### config.mk
export PLATFORM = sky130hd
export DESIGN_NAME = dup_tag_cam
export DESIGN_NICKNAME = d
export VERILOG_FILES = /design/src/rtl/dup_tag_cam.sv
export SDC_FILE = /design/constraint.sdc
export NUM_CORES = 1
export LEC_CHECK = 0
export CAP_MARGIN = 40
export CORE_MARGIN = 2
export CORE_UTILIZATION = 49
export CTS_CLUSTER_SIZE = 20
export DETAILED_ROUTE_END_ITERATION = 6
export GPL_ROUTABILITY_DRIVEN = 0
export HOLD_SLACK_MARGIN = 0.1
export PLACE_DENSITY = 0.76
export SLEW_MARGIN = 0
export SYNTH_ARGS = -nofsm -noshare
export SYNTH_HDL_FRONTEND = slang
export SYNTH_SLANG_ARGS = --single-unit
### constraint.sdc
create_clock -name clk -period 2.07 [get_ports clk]
set_input_delay 0.207 -clock clk [delete_from_list [all_inputs] [get_ports clk]]
set_output_delay 0.207 -clock clk [all_outputs]
set_load 0.005 [all_outputs]
### src/rtl/dup_tag_cam.sv
// dup_tag_cam: small registered CAM holding up to DEPTH tags of WIDTH bits.
// Each compare checks cmp_data against every valid tag. The results are
// registered: an active-low match, a per-entry hit vector and the index of the
// lowest-numbered hit. Writes drop values that are already stored. Otherwise
// they fill entries in round-robin order, so the oldest entry is replaced first.
//
// Ports:
//   clk, reset         clock; synchronous active-high reset
//   clr                flush: invalidate all entries
//   wr_en, wr_data     insert request and tag
//   cmp_en, cmp_data   compare request and value
//   match_n            registered, 0 = compare hit a valid entry
//   hit_vec            registered per-entry hit, bit i = entry i
//   hit_idx            registered lowest hit index (0 when no hit)
//   cmp_vld            registered, high one cycle after an accepted compare
//   wr_dup             registered, high one cycle after a dropped duplicate write
//   full, count        occupancy (full decoded from count)
//
// Handshake: there is no backpressure. cmp_en / wr_en are accepted on every
// rising edge where reset is low. cmp_vld qualifies match_n/hit_vec/hit_idx for
// exactly one cycle; those outputs then hold until the next accepted compare.
module dup_tag_cam #(
  parameter int WIDTH = 6,
  parameter int DEPTH = 4,
  localparam int IDXW = $clog2(DEPTH)
) (
  input  logic              clk,
  input  logic              reset,
  input  logic              clr,
  input  logic              wr_en,
  input  logic [WIDTH-1:0]  wr_data,
  input  logic              cmp_en,
  input  logic [WIDTH-1:0]  cmp_data,
  output logic              match_n,
  output logic [DEPTH-1:0]  hit_vec,
  output logic [IDXW-1:0]   hit_idx,
  output logic              cmp_vld,
  output logic              wr_dup,
  output logic              full,
  output logic [IDXW:0]     count
);

  logic [WIDTH-1:0] tag_q [DEPTH];
  logic [WIDTH-1:0] tag_d [DEPTH];
  logic [DEPTH-1:0] valid_q, valid_d;
  logic [IDXW-1:0]  wp_q, wp_d;
  logic [IDXW:0]    count_q, count_d;
  logic             match_n_q, match_n_d;
  logic [DEPTH-1:0] hit_vec_q, hit_vec_d;
  logic [IDXW-1:0]  hit_idx_q, hit_idx_d;
  logic             cmp_vld_q, cmp_vld_d;
  logic             wr_dup_q, wr_dup_d;

  // Both comparators use pre-update state. A compare issued in the same cycle
  // as a write or clear therefore sees the old contents. The valid qualifier
  // keeps stale tags in flushed entries from matching.
  logic [DEPTH-1:0] eq_cmp;
  logic [DEPTH-1:0] eq_wr;

  always_comb begin
    for (int i = 0; i < DEPTH; i++) begin
      eq_cmp[i] = valid_q[i] & (&(tag_q[i] ~^ cmp_data));
      eq_wr[i]  = valid_q[i] & (&(tag_q[i] ~^ wr_data));
    end
  end

  always_comb begin
    tag_d     = tag_q;
    valid_d   = valid_q;
    wp_d      = wp_q;
    count_d   = count_q;
    match_n_d = match_n_q;
    hit_vec_d = hit_vec_q;
    hit_idx_d = hit_idx_q;
    cmp_vld_d = cmp_en;
    wr_dup_d  = 1'b0;

    if (cmp_en) begin
      hit_vec_d = eq_cmp;
      match_n_d = ~|eq_cmp;
      hit_idx_d = '0;
      // Scan downward so that the lowest-numbered hit is the one kept.
      for (int i = DEPTH - 1; i >= 0; i--) begin
        if (eq_cmp[i]) hit_idx_d = IDXW'(i);
      end
    end

    if (clr) begin
      valid_d = '0;
      wp_d    = '0;
      count_d = '0;
    end else if (wr_en) begin
      if (|eq_wr) begin
        wr_dup_d = 1'b1;
      end else begin
        tag_d[wp_q]   = wr_data;
        valid_d[wp_q] = 1'b1;
        wp_d          = wp_q + IDXW'(1);  // wraps modulo DEPTH (power of two)
        // When the CAM is full, this overwrites the oldest entry and count holds.
        if (!valid_q[wp_q]) count_d = count_q + (IDXW+1)'(1);
      end
    end
  end

  // Tag storage needs no reset; every use is qualified by valid_q.
  always_ff @(posedge clk) begin
    if (!reset) tag_q <= tag_d;
  end

  always_ff @(posedge clk) begin
    if (reset) begin
      valid_q   <= '0;
      wp_q      <= '0;
      count_q   <= '0;
      match_n_q <= 1'b1;
      hit_vec_q <= '0;
      hit_idx_q <= '0;
      cmp_vld_q <= 1'b0;
      wr_dup_q  <= 1'b0;
    end else begin
      valid_q   <= valid_d;
      wp_q      <= wp_d;
      count_q   <= count_d;
      match_n_q <= match_n_d;
      hit_vec_q <= hit_vec_d;
      hit_idx_q <= hit_idx_d;
      cmp_vld_q <= cmp_vld_d;
      wr_dup_q  <= wr_dup_d;
    end
  end

  assign match_n = match_n_q;
  assign hit_vec = hit_vec_q;
  assign hit_idx = hit_idx_q;
  assign cmp_vld = cmp_vld_q;
  assign wr_dup  = wr_dup_q;
  assign count   = count_q;
  assign full    = (count_q == (IDXW+1)'(DEPTH));

endmodule

* Yosys cells after proc, flatten, opt, wreduce, memory -nomap -nowiden
Cells that the tools add are included.
** Word-level totals
- Latch bits :: 0
- Bits in writable memories :: 0
- Memories kept :: 0
- Memory bits (read-only) :: 0
- Output and inout port bits :: 13
- Input port bits :: 17
- Word-level logic and storage cells :: 72
- Register bits :: 42
** Cells by class
- Shifts and indexed selects :: 0
- Muxes and demuxes :: 12
- $mul :: 0
- Divide/modulo/power cells :: 0
- Reduce and logical (&&, ||, !) cells :: 18
- Magnitude comparators :: 4
- Bitwise gates (word level) :: 23
- Equal/unequal tests :: 1
- $add $sub $neg :: 2
** Operators with widths (number)
- 6-bit AND reduction :: 8
- 6-bit bitwise XNOR :: 8
- 24-bit bitwise mux :: 1
- 6-bit demux with 2-bit select :: 1
- 1-bit bitwise AND :: 8
- 2-bit two-way mux :: 4
- 4-bit OR reduction :: 2
- 6-bit two-way mux :: 1
- 1-bit inverter :: 5
- 4-bit bitwise OR :: 1
- 4-bit AND reduction :: 1
- 3-bit by 1-bit adder with 3-bit output (second input constant) :: 1
- 3-bit == test (second input constant) :: 1
- 3-bit greater-or-equal comparator (second input constant) :: 1
- 2-bit by 3-bit less-than comparator with 1-bit output (second input constant) :: 1
- 3-bit by 1-bit less-than comparator with 1-bit output (second input constant) :: 1
- 1-bit two-way mux :: 3
- 2-bit inverter with 3-bit output :: 1
- 3-bit AND reduction :: 1
- 3-bit OR reduction :: 1
- 2-bit by 1-bit adder with 2-bit output (second input constant) :: 1
- 1-bit binary-select mux with 2-bit select :: 1
- 1-bit demux with 2-bit select :: 1
- 2-bit by 1-bit greater-or-equal comparator with 1-bit output (second input constant) :: 1
- other kinds (4) :: 5

* Depth between registers and ports, before layout
Gate-level depths: netlist of run 1.
- Word-level depth :: 7
- Depth in mapped cells :: 8
- Gate-level depth less buffers :: 6

* Worst setup path after synthesis of run 1
OpenSTA, ideal clock, no wires.
- Path type :: register -> register
- Start :: register tag_q[20] (netlist name)
- End :: register tag_q[0] (netlist name), enable pin
- Stages on the path, launching flop included :: 7
- Arrival :: 1.617 ns
- Slack :: 0.104 ns
- Setup time :: 0.350 ns
- Path buffers :: 0
- Required time :: 1.720 ns
- Cell sequence :: edfxtp_1 > xnor2_1 > nand4_1 > nor4_1 > nor4_2 > nand2_1 > nor2_1
** On the way
- Longest elaborated chain between the ends :: 6
** RTL lines
- start: declaration :: line 43 : logic [WIDTH-1:0] tag_q [DEPTH];
- start signal: assignment :: line 107 : if (!reset) tag_q <= tag_d;
- 6-bit bitwise XNOR :: line 63 : eq_wr[i] = valid_q[i] & (&(tag_q[i] ~^ wr_data));
- 6-bit AND reduction :: line 63
- 1-bit bitwise AND :: line 63
- 4-bit OR reduction :: line 93 : if (|eq_wr) begin
- 1-bit inverter (no source line)
- 4-bit AND reduction (no source line)
No other way between the ends.
A chain may end at the register's enable or synchronous reset.

* Worst setup path after layout of run 1
- Start :: input wr_data[2]
- End :: register tag_q[9] (netlist name), enable pin
** On the way
- Longest elaborated chain between the ends :: 6
- Elaborated cells between the ends (all ways) :: 15
- Those cells by class :: bitwise: 9; reduce/logical: 6
** RTL lines
- start: declaration :: line 31 : input logic [WIDTH-1:0] wr_data,
- 6-bit bitwise XNOR :: line 63
- 6-bit AND reduction :: line 63
- 1-bit bitwise AND :: line 63
- 4-bit OR reduction * :: line 93
- 1-bit inverter (no source line) *
- 4-bit AND reduction (no source line) *
Every way passes the cells marked *; elsewhere a longest branch is shown, timed or not.

==> results of run 1 <==
-- per-stage QoR --
step	utilization [%]	setup slack, ns
floorplan	-	0.104
global placement	63.0	-0.348
detailed placement	63.0	-0.483
CTS	66.1	0.0109
global route	66.6	-0.00401
finish	66.6	0.0730
-- flip-flops by register name (all words and copies together), names as in the netlist, 2 cells and up --
register / count
wp_q: 2
hit_vec: 4
valid_q: 4
hit_idx: 2
tag_q: 24
count: 3
-- cell type report --
cell class              count  area [µm²]
multi-input cells         129        1020
fillers                   316        1360
flip-flops and latches     42        1080
clock inverters             2        8.76
inverters                   6        22.5
clock buffers               6        72.6
repair buffers             47         429
well taps                  50        62.6
-- worst max-delay path: cells and delay by family --
kind	cells	cell delay, ns
xor+xnor	1	0.16
buf+inv	2	0.62
simple gates	4	0.98
-- logic make-up after synthesis --
kind of cell	count (synthesis)
simple gates	52
xor+xnor	48
buf+inv	13
flops	42
compound gates	17
mux	6
fa+ha+maj	6
-- report_power, final --
group | internal (mW) | total, mW | switching, mW
clock | 0.232 | 0.506 | 0.274
sequential | 0.892 | 0.902 | 0.00989
combinational | 0.0936 | 0.185 | 0.0912
-- cells in the final DEF, fill, tap and decap left out, types with 3 or more instances in the layout --
cell             instances
nand4_1                  8
xnor2_1                 24
edfxtp_1                24
ha_1                     6
nor2_1                  11
buf_4                   18
nor4_1                   5
mux2i_1                  5
inv_1                    6
clkbuf_8                 5
nand2_1                 11
o21a_1                   4
nor2_4                   4
nor4_2                   3
dfxtp_1                 18
a21oi_1                  4
clkdlybuf4s50_1         26
xor2_1                  22
-- routing by layer --
layer,up-vias,share of wire [%],GRT usage (%)
li1,733,-,-
met1,754,44,27.0
met3,11,4.7,4.07
met2,53,49,34.0
met4,0,2.2,6.54
met5,-,0,0
-- final timing paths --
check | to | slack (ns) | cells past startpoint
max | tag_q[9]$_DFFE_PP_ | 0.07 | 7
min reg2reg | hit_idx[0]$_SDFFE_PP0P_ | 0.46 | 2
max reg2reg | tag_q[9]$_DFFE_PP_ | 0.09 | 6
min | tag_q[23]$_DFFE_PP_ | 0.34 | 1
-- what timing repair did --
| action | in CTS | in global routing |
|---|---|---|
| resized for setup | 12 | 4 |
| endpoints found under the setup margin | 24 | 27 |
| pin swaps | 0 | 5 |
==> impl_metrics.env, run 1 <==
export IMPL_diodes=0
export IMPL_synth_edf_count=24
export IMPL_syn_to_final_growth_pct=28.4
export IMPL_drv_slew=0
export IMPL_synthSimpleGateAreaFrac_pct=12.8
export IMPL_die_h_um=69.5
export IMPL_rows=23
export IMPL_powerDensity_nw_per_um2=590
export IMPL_cp_slowest_cell="clkdlybuf4s50_1"
export IMPL_finalHoldViolations=0
export IMPL_grt_first_pass_wirelength_mm=7.81
export IMPL_synth_top_family_by_area="XOR/XNOR gates"
export IMPL_netlist_area_um2=2100
export IMPL_synth_xor_area_share_pct=20.0
export IMPL_antenna_found_initial=0
export IMPL_worstPathCellList="clkdlybuf4s50_1 > buf_4 > xor2_1 > nor4_1 > nor4_2 > nand2_2 > nor2_4"
export IMPL_post_synth_top_area_cell="edfxtp_1"
export IMPL_dp_cells=274
export IMPL_ys_ff_latch=42
export IMPL_routed_wl_mm=4.68
export IMPL_finalNetCount=254
export IMPL_port_buffers=29
export IMPL_startpoint="wr_data[2]"
export IMPL_drive_gt1_share_pct=16.4
export IMPL_fin_hold_ws_ns=0.341
export IMPL_vias_per_cell=5.50
export IMPL_dpl_cell_area_um2=2560
export IMPL_drc=0
export IMPL_postCtsHoldBufs=0
export IMPL_grt_usage_pct=20.5
export IMPL_vias=1551
export IMPL_start_util_pct=51.8
export IMPL_drtIter0Drc=70
export IMPL_start_kind="input port"
export IMPL_path_class="input port to flip-flop"
export IMPL_period_needed_ns=2.00
export IMPL_clockRootBuffer="clkbuf_8"
export IMPL_relSlewSlack_pct=67.1
export IMPL_cp_slowest_stage_delay_ns=0.45
export IMPL_hold_path_class="input port to flip-flop"
export IMPL_grt_max_degree=14
export IMPL_max_freq_mhz=501
export IMPL_reg2reg_from="tag_q[11]$_DFFE_PP_"
export IMPL_final_area_um2=2700
export IMPL_crit_arrival_ns=1.98
export IMPL_synth_fa_ha_area_share_pct=3.57
export IMPL_h_tree_depth=2
export IMPL_cap_viol_max_count=0
export IMPL_wl_per_cell_um=16.6
export IMPL_cp_required_ns=2.05
export IMPL_dr_pass1_iters=4
export IMPL_vdd_drop_max_mv=0.525
export IMPL_clock_path_buffers=2
export IMPL_synthTopCellsByArea="edfxtp_1 34%, dfxtp_1 17%, xnor2_1 10%, xor2_1 10%, ha_1 3.6%"
export IMPL_yosysTopAreaCellShare_pct=34.3
export IMPL_grt_ovfl_total=0
export IMPL_fin_skew_ns=0.00918
export IMPL_tns_ns=0
export IMPL_async_flop_share_pct=0
export IMPL_tritoncts="built"
export IMPL_syn_nets=207
export IMPL_ant_nets=0
export IMPL_coreArea_um2=4060
export IMPL_synth_area_mux_share_pct=3.45
export IMPL_path_clk_slew_ns=0.08
export IMPL_run_status="finished clean"
export IMPL_setup_violations=0
export IMPL_fin_crit_sh_pct=96.5
export IMPL_synthDistinctLibCells=33
export IMPL_cts_buffers=5
export IMPL_synth_commonest_cells="24 x edfxtp_1, 24 x xnor2_1, 24 x xor2_1"
export IMPL_synth_compound_area_share_pct=6.07
export IMPL_synthCells=184
export IMPL_cts_sink_count=42
export IMPL_finalNonFillerCells=282
export IMPL_io_pins=30
export IMPL_leakage_nw=0.992
export IMPL_dp_hpwl_mm=3.63
export IMPL_synth_warnings=0
export IMPL_synth_ff_type="edfxtp_1"
export IMPL_clock_latency_ns=0.30
export IMPL_power_mw=1.59
export IMPL_dieArea_um2=4830
export IMPL_min_from="wr_data[5]"
export IMPL_dieWidth_um=69.5
export IMPL_critPathMaxFanout=8
export IMPL_worstMarginPinSlew_ns=0.488
export IMPL_yosysSeqAreaShare_pct=51.4
export IMPL_end_kind="flip-flop"
export IMPL_cts_setup_buffers=0
export IMPL_grt_pass1_vias=1584
export IMPL_syn_mean_instance_area_um2=11.4
Power figures use the tool's default switching activity.
==> run 2, diff against run 1 <==
--- a/config.mk
+++ b/config.mk
@@ -7,3 +7,3 @@
 export LEC_CHECK = 0
-export CAP_MARGIN = 40
+export CAP_MARGIN = 0
 export CORE_MARGIN = 2
--- a/constraint.sdc
+++ b/constraint.sdc
@@ -3,2 +3,2 @@
 set_output_delay 0.207 -clock clk [all_outputs]
-set_load 0.005 [all_outputs]
+set_load 0.02 [all_outputs]
==> results of run 2 <==
Same layout as run 1 (identical final DEF). Status: finished clean.
Main changes from that run: total power 1.59 mW -> 1.60 mW; worst IR drop on VDD 0.525 mV -> 0.526 mV
